<file path="config.mk">
export PLATFORM = sky130hd
export DESIGN_NAME = store_buffer_flat
export DESIGN_NICKNAME = d
export VERILOG_FILES = /design/src/rtl/store_buffer_if.sv /design/src/rtl/store_buffer.sv /design/src/flat_wrapper.sv
export SDC_FILE = /design/constraint.sdc
export NUM_CORES = 1
export LEC_CHECK = 0
export CORE_MARGIN = 4
export CORE_UTILIZATION = 35
export DETAILED_ROUTE_END_ITERATION = 10
export GPL_ROUTABILITY_DRIVEN = 0
export GPL_TIMING_DRIVEN = 0
export PLACE_DENSITY_LB_ADDON = 0.3
export SLEW_MARGIN = 10
export SYNTH_ARGS = -nofsm -noshare
export SYNTH_HDL_FRONTEND = slang
export SYNTH_SLANG_ARGS = --single-unit
export TNS_END_PERCENT = 50
</file>
<file path="constraint.sdc">
create_clock -name clk -period 20.8 [get_ports clk]
set_input_delay 4.16 -clock clk [delete_from_list [all_inputs] [get_ports clk]]
set_output_delay 4.16 -clock clk [all_outputs]
set_load 0.005 [all_outputs]
</file>
<file path="src/rtl/store_buffer_if.sv">
// Pipeline-side and data-memory-side signals of the store buffer.
// The slave modport is the buffer itself; the master modport is the pipeline and memory together.
interface store_buffer_if;
   logic [31:0] addr;
   logic [31:0] write_data;
   logic        memwrite;
   logic        memread;
   logic [3:0]  sign_mask;
   logic [31:0] read_data;
   logic        stall;
   logic [31:0] mem_addr;
   logic [31:0] mem_write_data;
   logic        mem_memwrite;
   logic        mem_memread;
   logic [3:0]  mem_sign_mask;
   logic [31:0] mem_read_data;
   logic        mem_clk_stall;

   modport slave (
      input  addr, write_data, memwrite, memread, sign_mask, mem_read_data, mem_clk_stall,
      output read_data, stall, mem_addr, mem_write_data, mem_memwrite, mem_memread, mem_sign_mask
   );

   modport master (
      output addr, write_data, memwrite, memread, sign_mask, mem_read_data, mem_clk_stall,
      input  read_data, stall, mem_addr, mem_write_data, mem_memwrite, mem_memread, mem_sign_mask
   );
endinterface

</file>
<file path="src/rtl/store_buffer.sv">
// Store buffer: queues pipeline stores in a circular FIFO and drains them to data memory in order.
// Word loads that hit a queued word store are forwarded; other hits wait for the buffer to empty.
module store_buffer #(
   parameter int DEPTH = 4
) (
   input  logic          clk,
   input  logic          rst_n,
   store_buffer_if.slave bus
);
   localparam int          AW       = $clog2(DEPTH);
   localparam logic [AW:0] FULL_CNT = (AW+1)'(DEPTH);

   typedef enum logic [1:0] {S_IDLE, S_ISSUE, S_WAIT} state_t;
   state_t r_state, w_state_next;

   logic [31:0]   r_addr [DEPTH];
   logic [31:0]   r_data [DEPTH];
   logic [3:0]    r_mask [DEPTH];
   logic [AW-1:0] r_head, r_tail;
   logic [AW:0]   r_count;
   logic [31:0]   r_fwd_data;
   logic          r_fwd_flag;

   logic [AW-1:0]    w_age [DEPTH];
   logic [DEPTH-1:0] w_hit;
   logic [AW-1:0]    w_young, w_young_age;
   logic w_match, w_fwd_ok, w_store, w_load, w_full, w_enq, w_pop;
   logic w_load_fwd, w_load_wait, w_load_pass;
   logic w_stall, w_mem_memwrite, w_mem_memread;
   logic [31:0] w_mem_addr;
   logic [3:0]  w_mem_sign_mask;

   // Age 0 is the head (oldest); an entry is valid when its age is below the count.
   generate
      for (genvar gi = 0; gi < DEPTH; gi++) begin : g_entry
         assign w_age[gi] = AW'(gi) - r_head;
         assign w_hit[gi] = ({1'b0, w_age[gi]} < r_count) &&
                            (r_addr[gi][31:2] == bus.addr[31:2]);
      end
   endgenerate

   always_comb begin
      w_young     = '0;
      w_young_age = '0;
      for (int k = 0; k < DEPTH; k++) begin
         if (w_hit[k] && (w_age[k] >= w_young_age)) begin
            w_young     = AW'(k);
            w_young_age = w_age[k];
         end
      end
   end

   assign w_match     = |w_hit;
   assign w_fwd_ok    = w_match && (r_mask[w_young][2:0] == 3'b111) && (bus.sign_mask[2:0] == 3'b111);
   assign w_store     = bus.memwrite;
   assign w_load      = bus.memread && !bus.memwrite;
   assign w_full      = (r_count == FULL_CNT);
   assign w_enq       = w_store && !w_full;
   assign w_pop       = (r_state == S_WAIT) && !bus.mem_clk_stall;
   assign w_load_fwd  = w_load && w_fwd_ok;
   assign w_load_wait = w_load && w_match && !w_fwd_ok;
   assign w_load_pass = w_load && !w_match && (r_state == S_IDLE);

   always_ff @(posedge clk or negedge rst_n) begin
      if (!rst_n) begin
         r_state <= S_IDLE;
      end else begin
         r_state <= w_state_next;
      end
   end

   // A load stalled on a non-forwardable hit must not block draining, or it would never complete.
   always_comb begin
      w_state_next    = r_state;
      w_mem_memwrite  = 1'b0;
      w_mem_memread   = 1'b0;
      w_mem_addr      = r_addr[r_head];
      w_mem_sign_mask = r_mask[r_head];
      w_stall         = (w_store && w_full) || (w_load && !w_load_fwd && !w_load_pass);
      case (r_state)
         S_IDLE: begin
            if (w_load_pass) begin
               w_mem_memread   = 1'b1;
               w_mem_addr      = bus.addr;
               w_mem_sign_mask = bus.sign_mask;
            end else if ((r_count != '0) && (!w_load || w_load_wait)) begin
               w_state_next = S_ISSUE;
            end
         end
         S_ISSUE: begin
            w_mem_memwrite = 1'b1;
            w_state_next   = S_WAIT;
         end
         S_WAIT: begin
            if (w_pop) begin
               w_state_next = S_IDLE;
            end
         end
         default: w_state_next = S_IDLE;
      endcase
   end

   always_ff @(posedge clk or negedge rst_n) begin
      if (!rst_n) begin
         r_head     <= '0;
         r_tail     <= '0;
         r_count    <= '0;
         r_fwd_data <= '0;
         r_fwd_flag <= 1'b0;
      end else begin
         if (w_enq) begin
            r_tail <= r_tail + AW'(1);
         end
         if (w_pop) begin
            r_head <= r_head + AW'(1);
         end
         case ({w_enq, w_pop})
            2'b10:   r_count <= r_count + (AW+1)'(1);
            2'b01:   r_count <= r_count - (AW+1)'(1);
            default: r_count <= r_count;
         endcase
         if (w_load_fwd) begin
            r_fwd_data <= r_data[w_young];
            r_fwd_flag <= 1'b1;
         end else if (w_load_pass) begin
            r_fwd_flag <= 1'b0;
         end
      end
   end

   // Entry payload needs no reset: validity comes from the pointers and count.
   always_ff @(posedge clk) begin
      if (w_enq) begin
         r_addr[r_tail] <= bus.addr;
         r_data[r_tail] <= bus.write_data;
         r_mask[r_tail] <= bus.sign_mask;
      end
   end

   assign bus.stall          = w_stall;
   assign bus.mem_memwrite   = w_mem_memwrite;
   assign bus.mem_memread    = w_mem_memread;
   assign bus.mem_addr       = w_mem_addr;
   assign bus.mem_sign_mask  = w_mem_sign_mask;
   assign bus.mem_write_data = r_data[r_head];
   assign bus.read_data      = r_fwd_flag ? r_fwd_data : bus.mem_read_data;
endmodule

</file>
<file path="src/flat_wrapper.sv">
// flat-port wrapper written by rule: the top's interface ports become plain ports
module store_buffer_flat 
#(
   parameter int DEPTH = 4
)
  (clk, rst_n, bus_addr, bus_write_data, bus_memwrite, bus_memread, bus_sign_mask, bus_mem_read_data, bus_mem_clk_stall, bus_read_data, bus_stall, bus_mem_addr, bus_mem_write_data, bus_mem_memwrite, bus_mem_memread, bus_mem_sign_mask);
  store_buffer_if bus_i ();
  input  logic clk;
  input  logic rst_n;
  input wire logic [$bits(bus_i.addr)-1:0] bus_addr;
  input wire logic [$bits(bus_i.write_data)-1:0] bus_write_data;
  input wire logic [$bits(bus_i.memwrite)-1:0] bus_memwrite;
  input wire logic [$bits(bus_i.memread)-1:0] bus_memread;
  input wire logic [$bits(bus_i.sign_mask)-1:0] bus_sign_mask;
  input wire logic [$bits(bus_i.mem_read_data)-1:0] bus_mem_read_data;
  input wire logic [$bits(bus_i.mem_clk_stall)-1:0] bus_mem_clk_stall;
  output wire logic [$bits(bus_i.read_data)-1:0] bus_read_data;
  output wire logic [$bits(bus_i.stall)-1:0] bus_stall;
  output wire logic [$bits(bus_i.mem_addr)-1:0] bus_mem_addr;
  output wire logic [$bits(bus_i.mem_write_data)-1:0] bus_mem_write_data;
  output wire logic [$bits(bus_i.mem_memwrite)-1:0] bus_mem_memwrite;
  output wire logic [$bits(bus_i.mem_memread)-1:0] bus_mem_memread;
  output wire logic [$bits(bus_i.mem_sign_mask)-1:0] bus_mem_sign_mask;
  assign bus_i.addr = bus_addr;
  assign bus_i.write_data = bus_write_data;
  assign bus_i.memwrite = bus_memwrite;
  assign bus_i.memread = bus_memread;
  assign bus_i.sign_mask = bus_sign_mask;
  assign bus_i.mem_read_data = bus_mem_read_data;
  assign bus_i.mem_clk_stall = bus_mem_clk_stall;
  assign bus_read_data = bus_i.read_data;
  assign bus_stall = bus_i.stall;
  assign bus_mem_addr = bus_i.mem_addr;
  assign bus_mem_write_data = bus_i.mem_write_data;
  assign bus_mem_memwrite = bus_i.mem_memwrite;
  assign bus_mem_memread = bus_i.mem_memread;
  assign bus_mem_sign_mask = bus_i.mem_sign_mask;
  store_buffer #(.DEPTH(DEPTH)) u_core (.clk(clk), .rst_n(rst_n), .bus(bus_i));
endmodule
</file>
==> reports/results.tsv, run 1 <==
metric	value	unit
status	completed	
syn_nets	1205	
ioPinCount	208	
timing_worst_setup_path_type	input pin to primary output	
grt_pass1_wl	67500	µm
synth_area	15600	µm²
finalClockSkew	10.9	ps
insertion_delay	540	ps
cts_made_buffers	37	
cp.required	16640	ps
post-route-drc-count	0	
fin_ws	3990	ps
clkPwrFrac	28.1	%
path_depth	25	
core	44100	µm²
whs_path_depth	2	
fin_crit	16810	ps
worst_slew_pin_slew	1130	ps
dr.pass1.iters	6	
worst-path-max-fanout	10	
wl_per_cell	23.5	µm
crit_path_end_kind	primary output	
hold_viol_final	0	
antenna_found_initial	0	
synth_seq_cells	314	
initial_core_util	35.4	%
max_freq	0.0595	GHz
p_sw	0.722	mW
final_common_cell	edfxtp_1	
cp_common_cell	clkbuf_1	
reg2reg_depth	28	
cts_resized	0	
die_area	48000	µm²
clk_pin_slew	60	ps
sequentialPowerShare	36.5	%
wirelength	46000	µm
arrival	12650	ps
crit_family	buffers and inverters	
crit_buf_inv	7	
via_per_inst	5.24	
syn_area_per_cell	14.4	µm²
cts.sinks	314	
slew_headroom	24.9	%
hold_buffers	0	
h-tree-depth	2	
cts_tree	done	
grt_pass1_vias	10700	
tns	0	ps
synth_cells	1085	
place_ws	4190	ps
finalSetupViolCount	0	
power.internal	1.66	mW
rsz0062_at_grt	false	
layout-drive-gt1-share	17.9	%
p_leak	7.20	nW
cpPeakStageDelay	680	ps
postRouteAntennaNets	0	
cp-start-kind	input pin	
synthArstFlopShare	13.4	%
final_core_util	44.9	%
most-common-layout-cells	272 x edfxtp_1, 206 x clkdlybuf4s50_1, 77 x inv_1, 73 x nor2_1	
cts_setup_buffers	0	
hold_class	flip-flop to flip-flop	
area.growth.synth_to_final	26.9	%
die_x	219	µm
synthFlopType	edfxtp_1	
ir_drop	57.7	µV
power_frac_comb	35.4	%
cp_slowest_cell	nor4_1	
cap_violations	0	
ys_warn_count	0	
holdWs	518	ps
grt_max_degree	44	
yosysSeqAreaShare	59.1	%
rows	77	
drt_iter0_drc	846	
powerDensity	120	nW/µm²
dp_hpwl	32900	µm
chipHeight	219	µm
swShare	30.3	%
diodes	0	
root_buffer	clkbuf_16	
synth_edf_count	272	
nFillCells	4068	
fin_crit_sh	80.8	%
vias	10200	
synth.distinct_cells	51	
max-clock-path-buffers	3	
finalMaxSlewViolations	0	
track_usage	18.8	%
io_buffers	207	
gr-total-overflow	0	
nets	1456	
[layout make-up]
type	instances	area, µm²	share of cell area [%]
Buffer	82	389	1.96
Multi-Input combinational cell	612	5720	28.9
Tap cell	592	741	3.74
Clock buffer	46	1010	5.11
Clock inverter	22	241	1.22
Sequential cell	314	9220	46.5
Timing Repair Buffer	212	2200	11.1
Inverter	77	289	1.46
[synth_stat cells, drive strengths merged, types with 2 or more instances]
cell	count	area, µm²
and4	2	17.5
mux2	69	777
nand2	8	30.0
mux2i	35	350
o21ai	37	185
a2111oi	2	17.5
nand3b	2	15.0
nand4	32	200
xnor2	69	604
and3	4	25.0
and2	4	25.0
a31oi	2	12.5
a22oi	32	240
ha	14	175
o211ai	37	297
nor4	21	131
xor2	56	490
clkbuf	41	154
nor2b	2	12.5
nand2b	6	37.5
nor3b	2	15.0
or4	2	15.0
nor3	6	41.3
buf	41	235
nand3	7	35.0
inv	77	289
edfxtp	272	8170
mux4	68	1530
nor2	73	274
dfrtp	42	1050
a21oi	7	35.0
[cells by family after synthesis]
group	share of synthesized area, %
flip-flops	59.1
AO/OA/AOI/OAI	5.48
AND/OR/NAND/NOR	5.81
XOR/XNOR	7.01
buffers and inverters	4.34
multiplexers	17.0
adder cells (fa/ha/maj)	1.25
[layer usage]
| metal | global-route usage [%] | up-vias | part of all wire (%) | wire length (µm) |
|---|---|---|---|---|
| met5 | 0 | - | 0 | 0 |
| met4 | 4.95 | 0 | 2.0 | 926 |
| met3 | 3.82 | 63 | 6.8 | 3140 |
| met2 | 32.6 | 388 | 50 | 22900 |
| met1 | 24.2 | 5187 | 41 | 19000 |
| li1 | - | 4608 | - | - |
[flip-flops by register name, indices dropped and copies added (netlist names)]
register           cells
u_core.r_addr        128
u_core.r_count         3
u_core.r_data        128
u_core.r_fwd_data     32
u_core.r_fwd_flag      1
u_core.r_head          2
u_core.r_mask         16
u_core.r_state         2
u_core.r_tail          2
[metrics by stage]
stage	power [mW]	instance area (µm²)	cells
floorplan	1.31	15600	1085
global route	2.49	19800	1957
finish	2.38	19800	1957
global placement	1.73	18400	1884
CTS	2.41	19800	1957
detailed placement	1.74	18600	1889
[power groups by stage]
stage                     registers, mW  logic (mW)  clock network, mW
final                             0.868       0.844              0.668
after CTS                         0.867       0.863              0.683
after global routing              0.878       0.907              0.707
after global placement            0.891       0.835                  0
after floorplan                   0.869       0.441                  0
after detailed placement          0.879       0.857                  0
[worst register-to-register path: cells and delay by family (launching register included)]
kind	cells	cell delay (ps)
buffers and inverters	9	3740
adders and majority gates	4	1340
DFF	1	360
muxes	2	530
AOI/OAI and AO/OA	8	2040
and+or+nand+nor	5	1190
[path summary, 6_finish.rpt]
check | start | endpoint | slack, ps
worst min-delay path | u_core.r_fwd_data[4]$_DFFE_PN0P_ | u_core.r_fwd_data[4]$_DFFE_PN0P_ | 520
worst max-delay path | bus_addr[22] | bus_stall | 3990
worst max register to register | u_core.r_head[1]$_DFFE_PN0P_ | u_core.r_fwd_data[0]$_DFFE_PN0P_ | 11470
max in group asynchronous | rst_n | u_core.r_fwd_data[14]$_DFFE_PN0P_ | 16590
min in group asynchronous | rst_n | u_core.r_fwd_data[27]$_DFFE_PN0P_ | 3650
worst min register to register | u_core.r_fwd_data[4]$_DFFE_PN0P_ | u_core.r_fwd_data[4]$_DFFE_PN0P_ | 520
(Power assumes the default switching activity.)
==> run 2, diff against run 1 <==
==> constraint.sdc (replaced) <==
create_clock -name clk -period 16.8 [get_ports clk]
set_input_delay 3.36 -clock clk [delete_from_list [all_inputs] [get_ports clk]]
set_output_delay 3.36 -clock clk [all_outputs]
set_load 0.005 [all_outputs]
==> results of run 2 <==
Same layout as run 1 (identical final DEF). Status: completed.
Among the figures that moved: setup slack after placement 4190 ps -> 1790 ps; setup slack after layout 3990 ps -> 1590 ps; register-to-register setup slack 11470 ps -> 7470 ps; total power 2.38 mW -> 2.95 mW; worst IR drop on VDD 57.7 µV -> 71.4 µV
